**src/rtl/counter_enable_ctrl_pkg.sv**
```systemverilog
// Shared state encoding and default parameters for the counter enable controller.
package counter_enable_ctrl_pkg;

  typedef enum logic [1:0] {
    IDLE = 2'd0,
    RUN  = 2'd1,
    STEP = 2'd2,
    DONE = 2'd3
  } state_t;

  localparam int DIV_DEFAULT      = 4;
  localparam int TERMINAL_DEFAULT = 15;

endpackage

```
**src/rtl/edge_detect_rise.sv**
```systemverilog
// One-clock rising-edge detector for a level input; history cleared synchronously.
module edge_detect_rise (
  input  logic clk,
  input  logic clear,
  input  logic x,
  output logic rise
);

  logic x_d;

  always_ff @(posedge clk) begin
    if (clear) begin
      x_d <= 1'b0;
    end else begin
      x_d <= x;
    end
  end

  assign rise = x & ~x_d;

endmodule

```
**src/rtl/counter_enable_ctrl.sv**
```systemverilog
// Run/stop/step controller producing the enable and active-low clear of a downstream
// counter, with a DIV-clock prescaler and a programmable terminal value.
module counter_enable_ctrl
  import counter_enable_ctrl_pkg::*;
#(
  parameter int WIDTH    = 4,
  parameter int DIV      = DIV_DEFAULT,
  parameter int TERMINAL = TERMINAL_DEFAULT
) (
  input  logic             clk,
  input  logic             clear,
  input  logic             start,
  input  logic             stop,
  input  logic             step,
  input  logic [WIDTH-1:0] q,
  output logic             enable,
  output logic             cnt_clear_n,
  output logic             done,
  output logic [1:0]       state
);

  localparam logic [7:0]       PRESC_LAST = 8'(DIV - 1);
  localparam logic [WIDTH-1:0] TERM_VAL   = WIDTH'(TERMINAL);

  logic       start_rise;
  logic       stop_rise;
  logic       step_rise;
  logic       at_term;
  logic [7:0] presc;
  state_t     st;

  edge_detect_rise u_start (.clk(clk), .clear(clear), .x(start), .rise(start_rise));
  edge_detect_rise u_stop  (.clk(clk), .clear(clear), .x(stop),  .rise(stop_rise));
  edge_detect_rise u_step  (.clk(clk), .clear(clear), .x(step),  .rise(step_rise));

  // enable is never high two cycles in a row, so q is already updated when compared here
  assign at_term = (q == TERM_VAL);
  assign state   = st;

  always_ff @(posedge clk) begin
    if (clear) begin
      st          <= IDLE;
      presc       <= '0;
      enable      <= 1'b0;
      cnt_clear_n <= 1'b0;
      done        <= 1'b0;
    end else begin
      enable      <= 1'b0;
      cnt_clear_n <= 1'b1;
      done        <= 1'b0;
      unique case (st)
        IDLE: begin
          if (!stop_rise) begin
            if (start_rise) begin
              st    <= RUN;
              presc <= '0;
            end else if (step_rise) begin
              st <= STEP;
            end
          end
        end
        RUN: begin
          if (stop_rise) begin
            st <= IDLE;
          end else if (presc == PRESC_LAST) begin
            presc <= '0;
            if (at_term) begin
              st   <= DONE;
              done <= 1'b1;
            end else begin
              enable <= 1'b1;
            end
          end else begin
            presc <= presc + 8'd1;
          end
        end
        STEP: begin
          if (stop_rise) begin
            st <= IDLE;
          end else if (at_term) begin
            st   <= DONE;
            done <= 1'b1;
          end else begin
            enable <= 1'b1;
            st     <= IDLE;
          end
        end
        DONE: begin
          if (stop_rise) begin
            st <= IDLE;
          end else if (start_rise) begin
            // restart from zero: clear the counter for one cycle while re-entering RUN
            cnt_clear_n <= 1'b0;
            presc       <= '0;
            st          <= RUN;
          end else begin
            done <= 1'b1;
          end
        end
        default: st <= IDLE;
      endcase
    end
  end

endmodule

```
**config.mk**
```make
export PLATFORM = sky130hd
export DESIGN_NAME = counter_enable_ctrl
export DESIGN_NICKNAME = d
export VERILOG_FILES = /design/src/rtl/counter_enable_ctrl_pkg.sv /design/src/rtl/edge_detect_rise.sv /design/src/rtl/counter_enable_ctrl.sv
export SDC_FILE = /design/constraint.sdc
export NUM_CORES = 1
export LEC_CHECK = 0
export BUFFER_PORTS_ARGS = -buffer_cell sky130_fd_sc_hd__buf_2
export CAP_MARGIN = 25
export CORE_UTILIZATION = 32
export CTS_BUF_LIST = sky130_fd_sc_hd__clkbuf_8 sky130_fd_sc_hd__clkbuf_16
export DETAILED_ROUTE_END_ITERATION = 12
export PLACE_DENSITY = 0.57
export RECOVER_POWER = 50
export REMOVE_ABC_BUFFERS = 1
export SYNTH_ARGS = -nofsm -noshare
export SYNTH_HDL_FRONTEND = slang
export SYNTH_HIERARCHICAL = 1
export SYNTH_SLANG_ARGS = --single-unit
```
**constraint.sdc**
```tcl
create_clock -name clk -period 1.9 [get_ports clk]
set_input_delay 0.285 -clock clk [delete_from_list [all_inputs] [get_ports clk]]
set_output_delay 0.285 -clock clk [all_outputs]
set_load 0.01 [all_outputs]
```
==> impl_metrics.env, run 1 <==
export IMPL_grt_max_degree=20
export IMPL_outcome="finished clean"
export IMPL_diodes=0
export IMPL_synth_edf_count=0
export IMPL_finalMaxSlewViolations=0
export IMPL_fin_nets=143
export IMPL_path_class="flip-flop to flip-flop"
export IMPL_peakVddDrop_uv=532.3
export IMPL_cts_num_sinks=16
export IMPL_timing_critical_path_slowest_stage_cell="a2111oi_4"
export IMPL_synth_area_per_cell_um2=9.329
export IMPL_synth_async_sr_flop_share_pct=0
export IMPL_chipWidth_um=56.80
export IMPL_drt_iter0_drc=11
export IMPL_yosysTopAreaCell="dfxtp_1"
export IMPL_globalRouteOverflowTotal=0
export IMPL_worst_pin_slew_ns=1.019
export IMPL_ys_ff_latch=16
export IMPL_p_int_uw=752.9
export IMPL_drive_gt1_share_pct=27.34
export IMPL_port_buffers=13
export IMPL_comb_power_share_pct=39.3
export IMPL_cp_top_family="compound AO/OA/AOI/OAI gates"
export IMPL_dr_pass1_iters=4
export IMPL_p_seq_share_pct=33.7
export IMPL_final_area_um2=1182
export IMPL_synth_ff_type="dfxtp_1"
export IMPL_power_density_nw_per_um2=955.6
export IMPL_pin_count=14
export IMPL_cts_tree="done"
export IMPL_antenna_left=0
export IMPL_endpoint_kind="flip-flop"
export IMPL_min_period_ns=1.790
export IMPL_clk_latency_ns=0.25
export IMPL_crit_chain="inv_1, ha_1, inv_1, a2111oi_4, or3b_1, a31oi_1"
export IMPL_crit_fanout=4
export IMPL_worstHoldPathType="primary input to flip-flop"
export IMPL_synth_area_leaders="dfxtp_1 33%, nor2b_4 8.6%, ha_1 6.5%"
export IMPL_worst_path_buf_inv=2
export IMPL_grt_pass1_wl_um=3408
export IMPL_fin_crit_sh_pct=94.23
export IMPL_maxCapViolCount=0
export IMPL_cp_slowest_stage_delay_ns=0.38
export IMPL_core_area_um2=2805
export IMPL_via_per_inst=5.358
export IMPL_cts_root_buffer="clkbuf_8"
export IMPL_relSlewSlack_pct=32.10
export IMPL_fmax_mhz=558.6
export IMPL_synth_top_area_share_pct=33.33
export IMPL_h_tree_depth=1
export IMPL_path_common_cell="inv_1"
export IMPL_wl_per_cell_um=12.75
export IMPL_synth_distinct_cells=32
export IMPL_finalHoldViolations=0
export IMPL_hpwl_um=1484
export IMPL_p_clk_share_pct=27.0
export IMPL_switching_share_pct=33.36
export IMPL_leakage_uw=0.0004587
export IMPL_layout_cells_non_filler=159
export IMPL_path_clk_slew_ns=0.07
export IMPL_skew_ns=0.0007445
export IMPL_area_growth_pct=23.05
export IMPL_numCtsBuffers=3
export IMPL_postPlaceCellArea_um2=1117
export IMPL_gp_congestion=0.7893
export IMPL_cts_path_max_buffers=2
export IMPL_antenna_found_initial=0
export IMPL_start_kind="flip-flop"
export IMPL_rsz0062_at_grt="no"
export IMPL_syn_cell_area_um2=960.9
export IMPL_wirelength_um=2027
export IMPL_syn_inst=103
export IMPL_netSwitchingPower_uw=376.9
export IMPL_die_y_um=56.80
export IMPL_worstPathArrival_ns=1.96
export IMPL_drc=0
export IMPL_rows=19
export IMPL_die_area_um2=3226
export IMPL_vias=852
export IMPL_grt_pass1_vias=770
export IMPL_initial_core_util_pct=34.26
export IMPL_setup_viol=0
export IMPL_seq_area_frac_synth_pct=33.33
export IMPL_track_usage_pct=13.62
export IMPL_ys_warnings_count=6
export IMPL_cp_required_ns=2.07
export IMPL_placed_cells=153
power by group through the flow:
stage | registers (uW) | clock network [uW] | logic, uW
floorplan | 397 | 0 | 269
global placement | 385 | 0 | 445
detailed placement | 387 | 0 | 445
CTS | 379 | 319 | 448
global route | 384 | 340 | 497
finish | 380 | 305 | 444
stage by stage:
step	worst slack, ns	power [uW]	setup TNS [ns]	util, %	hold WS, ns
finish	0.1097	1130	0	42.15	0.2690
detailed placement	0.05716	832.6	0	39.83	0.5070
global placement	0.08110	829.9	0	39.83	0.4944
floorplan	-0.1247	665.2	-0.2468	-	0.3493
global route	0.005447	1220	0	42.15	0.2680
CTS	0.03445	1146	0	41.79	0.2637
sequential cells by signal, indices dropped and copies added (netlist names):
signal and count:
done 1, presc 8, u_step/x_d 1, state 2
u_start/x_d 1, u_stop/x_d 1, enable 1, cnt_clear_n 1
final cells by class:
type,count,area [um^2]
Sequential cell,16,321.6
Multi-Input combinational cell,80,616.8
Clock buffer,4,55.05
Inverter,5,18.77
Fill cell,294,1623
Tap cell,31,38.79
Timing Repair Buffer,23,131.4
cells in the final DEF, fill, tap and decap left out, types with 2 or more instances in the layout:
cell type  count
mux2_2         2
nor2_1         6
mux2i_1        2
or3b_1         2
nand4_1        2
a31oi_1        5
clkbuf_8       4
nand2_1        5
a211oi_1       3
nand3b_1       3
nand2b_1       3
buf_2          9
nor2b_1        2
inv_1          5
nand3_1        6
buf_4          9
dfxtp_1       15
nor2b_4        6
o21ai_0        4
or4_1          2
a21oi_1        8
ha_1           5
and3_1         2
clkbuf_1       5
metal layers:
layer / up-vias / track usage [%] / wire length [um]
met4: 0 / 6.272 / 8
li1: 431 / - / -
met3: 2 / 2.074 / 38
met2: 6 / 23.64 / 1002
met1: 413 / 16.41 / 979
met5: - / 0 / 0
Yosys cell counts, types with 3 or more instances:
cell,instances
dfxtp_1,16
a21oi_1,8
nand3_1,6
ha_1,5
nor2b_4,6
a211oi_1,3
a31oi_1,5
nand2_1,6
nand3b_1,3
nor2_1,6
nand2b_1,3
o21ai_0,4
inv_1,5
repair_timing:
action,CTS,global route
setup buffers,0,2
endpoints found under the setup margin,0,6
resized for setup,0,2
hold buffers,0,0
final timing paths:
kind	startpoint	slack, ns	depth (start not counted)	to
max	state[1]	0.11	6	presc[5]
min reg2reg	presc[1]	0.51	2	presc[1]
min	stop	0.27	2	u_stop/x_d
max reg2reg	state[1]	0.11	6	presc[5]
cells by family (layout without fill, tap and decap cells):
logic type	count (synthesis)	after routing	synth area share, %
flops	16	16	33.33
mux	4	4	4.427
simple gates	47	47	35.55
compound gates	24	24	17.45
fa+ha+maj	5	5	6.510
buf+inv	7	32	2.735
Power figures use the tool's default switching activity.
==> inputs of run 2 (changes only) <==
--- a/config.mk
+++ b/config.mk
@@ -11,4 +11,5 @@
 export CTS_BUF_LIST = sky130_fd_sc_hd__clkbuf_8 sky130_fd_sc_hd__clkbuf_16
 export DETAILED_ROUTE_END_ITERATION = 12
+export HOLD_SLACK_MARGIN = 0.08
 export PLACE_DENSITY = 0.57
 export RECOVER_POWER = 50
==> constraint.sdc (replaced) <==
create_clock -name clk -period 1.9 [get_ports clk]
set_input_delay 0.285 -clock clk [delete_from_list [all_inputs] [get_ports clk]]
set_output_delay 0.285 -clock clk [all_outputs]
set_load 0.02 [all_outputs]
==> impl_metrics.env, run 2 (synthesis gave the netlist of run 1 again) <==
export IMPL_outcome="finished clean"
export IMPL_track_usage_pct=13.62
export IMPL_hold_depth=2
export IMPL_rrSetupSlack_ns=0.11
export IMPL_cts_tree="done"
export IMPL_worstPathArrival_ns=1.96
export IMPL_nFillCells=290
export IMPL_skew_ns=0.0007445
export IMPL_numCtsBuffers=3
export IMPL_drc=0
export IMPL_fin_crit_sh_pct=94.31
export IMPL_setup_worst_path_start="state[1]"
export IMPL_path_class="flip-flop to flip-flop"
export IMPL_timing_critical_path_slowest_stage_cell="a2111oi_4"
export IMPL_power_density_nw_per_um2=966.6
export IMPL_vias=852
export IMPL_pin_count=14
export IMPL_worst_slack_ns=0.1081
export IMPL_peakVddDrop_uv=532.5
export IMPL_crit_fanout=4
export IMPL_chipWidth_um=56.80
export IMPL_r2r_start="state[1]"
export IMPL_setup_viol=0
export IMPL_die_y_um=56.80
export IMPL_via_per_inst=5.358
export IMPL_layout_cells_non_filler=159
export IMPL_dr_pass1_iters=4
export IMPL_fin_nets=143
export IMPL_placed_cells=153
export IMPL_hold_start="stop"
export IMPL_cp_slowest_stage_delay_ns=0.38
export IMPL_final_cell_mix="15 x dfxtp_1, 10 x buf_4, 8 x a21oi_1"
export IMPL_cts_num_sinks=16
export IMPL_grt_met2_usage_pct=23.64
export IMPL_path_clk_slew_ns=0.07
export IMPL_worstHoldPathType="primary input to flip-flop"
export IMPL_grt_pass1_vias=770
export IMPL_wirelength_um=2023
export IMPL_grt_pass1_wl_um=3408
export IMPL_path_common_cell="inv_1"
export IMPL_antenna_left=0
export IMPL_cts_path_max_buffers=2
export IMPL_hpwl_um=1484
export IMPL_clk_latency_ns=0.25
export IMPL_diodes=0
export IMPL_holdPathEnd="u_stop/x_d"
export IMPL_total_power_uw=1144
export IMPL_h_tree_depth=1
export IMPL_globalRouteOverflowTotal=0
export IMPL_crit_chain="inv_1, ha_1, inv_1, a2111oi_4, or3b_1, a31oi_1"
export IMPL_rsz0062_at_grt="no"
export IMPL_grt_max_degree=20
export IMPL_finalHoldViolations=0
export IMPL_worst_pin_slew_ns=1.019
export IMPL_cp_top_family="compound AO/OA/AOI/OAI gates"
export IMPL_finalMaxSlewViolations=0
export IMPL_min_period_ns=1.792
export IMPL_die_area_um2=3226
export IMPL_register_area_um2=321.6
export IMPL_multiInputGateArea_um2=616.8
export IMPL_groute_layer_met3_usage_pct=2.074
export IMPL_endpoint_kind="flip-flop"
export IMPL_gp_congestion=0.7893
export IMPL_final_common_cell="dfxtp_1"
export IMPL_drt_iter0_drc=11
export IMPL_worst_path_buf_inv=2
export IMPL_drive_gt1_share_pct=26.56
export IMPL_rows=19
export IMPL_cts_root_buffer="clkbuf_8"
export IMPL_core_area_um2=2805
export IMPL_area_growth_pct=23.18
export IMPL_cp_required_ns=2.07
export IMPL_wl_per_cell_um=12.72
export IMPL_maxCapViolCount=0
export IMPL_finalSetupTns_ns=0
export IMPL_largest_reg_flops=8
export IMPL_preCtsSetupSlack_ns=0.05716
export IMPL_worst_r2r_cell_count=6
export IMPL_r2r_end="presc[5]"
export IMPL_leakage_uw=0.0004549
export IMPL_top_register="presc"
export IMPL_antenna_found_initial=0
export IMPL_met1_usage_pct=16.41
export IMPL_final_util_pct=42.19
export IMPL_fmax_mhz=558.1
export IMPL_port_buffers=13
export IMPL_relSlewSlack_pct=32.10
export IMPL_start_kind="flip-flop"
export IMPL_initial_core_util_pct=34.26
export IMPL_top_usage_layer="met2"
-- run 2: cell types whose count changed in the layout (fill, tap and decap cells not counted) --
cell and change:
buf_2 -2, buf_4 +1, clkbuf_1 +1
-- run 2: power breakdown --
part	leakage [uW]	total [uW]	internal [uW]	switching [uW]
Clock	0.0000288	305	184	121
Combinational	0.000295	458	206	252
Sequential	0.000131	381	363	18.0
-- run 2: worst max path at each step --
stage                     slack, ns  depth (start not counted)        to
after floorplan               -0.21                          6  presc[5]
after global placement         0.08                          5  state[1]
after detailed placement       0.06                          5  state[1]
after CTS                      0.03                          5  state[1]
after global routing          0.005                          5  state[1]
final                          0.11                          6  presc[5]
-- run 2: per-layer routing --
| metal | vias to the layer above | share of wire, % |
|---|---|---|
| li1 | 431 | - |
| met2 | 6 | 50 |
| met1 | 413 | 48 |
| met3 | 2 | 1.8 |
| met5 | - | 0 |
| met4 | 0 | 0.40 |
-- run 2: repair_timing --
action | CTS | global route
hold buffers | 0 | 0
buffers inserted | 0 | 2
endpoints found under the hold margin | 0 | 0
endpoints found under the setup margin | 0 | 6
gates resized for setup | 0 | 2
-- run 2: final cells by class --
| cell class | count | share of cell area, % |
|---|---|---|
| tap | 31 | 3.277 |
| sequential | 16 | 27.17 |
| timing repair buffer | 23 | 11.21 |
| clock buffer | 4 | 4.651 |
| multi-input combinational | 80 | 52.11 |
| inverter | 5 | 1.586 |
-- run 2: metrics by stage --
step / hold WS (ns) / instance area (um^2)
2_1_floorplan: 0.3493 / 953.4
3_3_place_gp: 0.4944 / 1117
3_5_place_dp: 0.5070 / 1117
4_1_cts: 0.2637 / 1172
5_1_grt: 0.2680 / 1184
6_report: 0.2690 / 1184
-- run 2: worst register-to-register path, stage by stage (launching register included) --
cell	delay [ns]
dfxtp_2	0.35
inv_1	0.07
ha_1	0.30
inv_1	0.08
a2111oi_4	0.38
or3b_1	0.38
a31oi_1	0.15
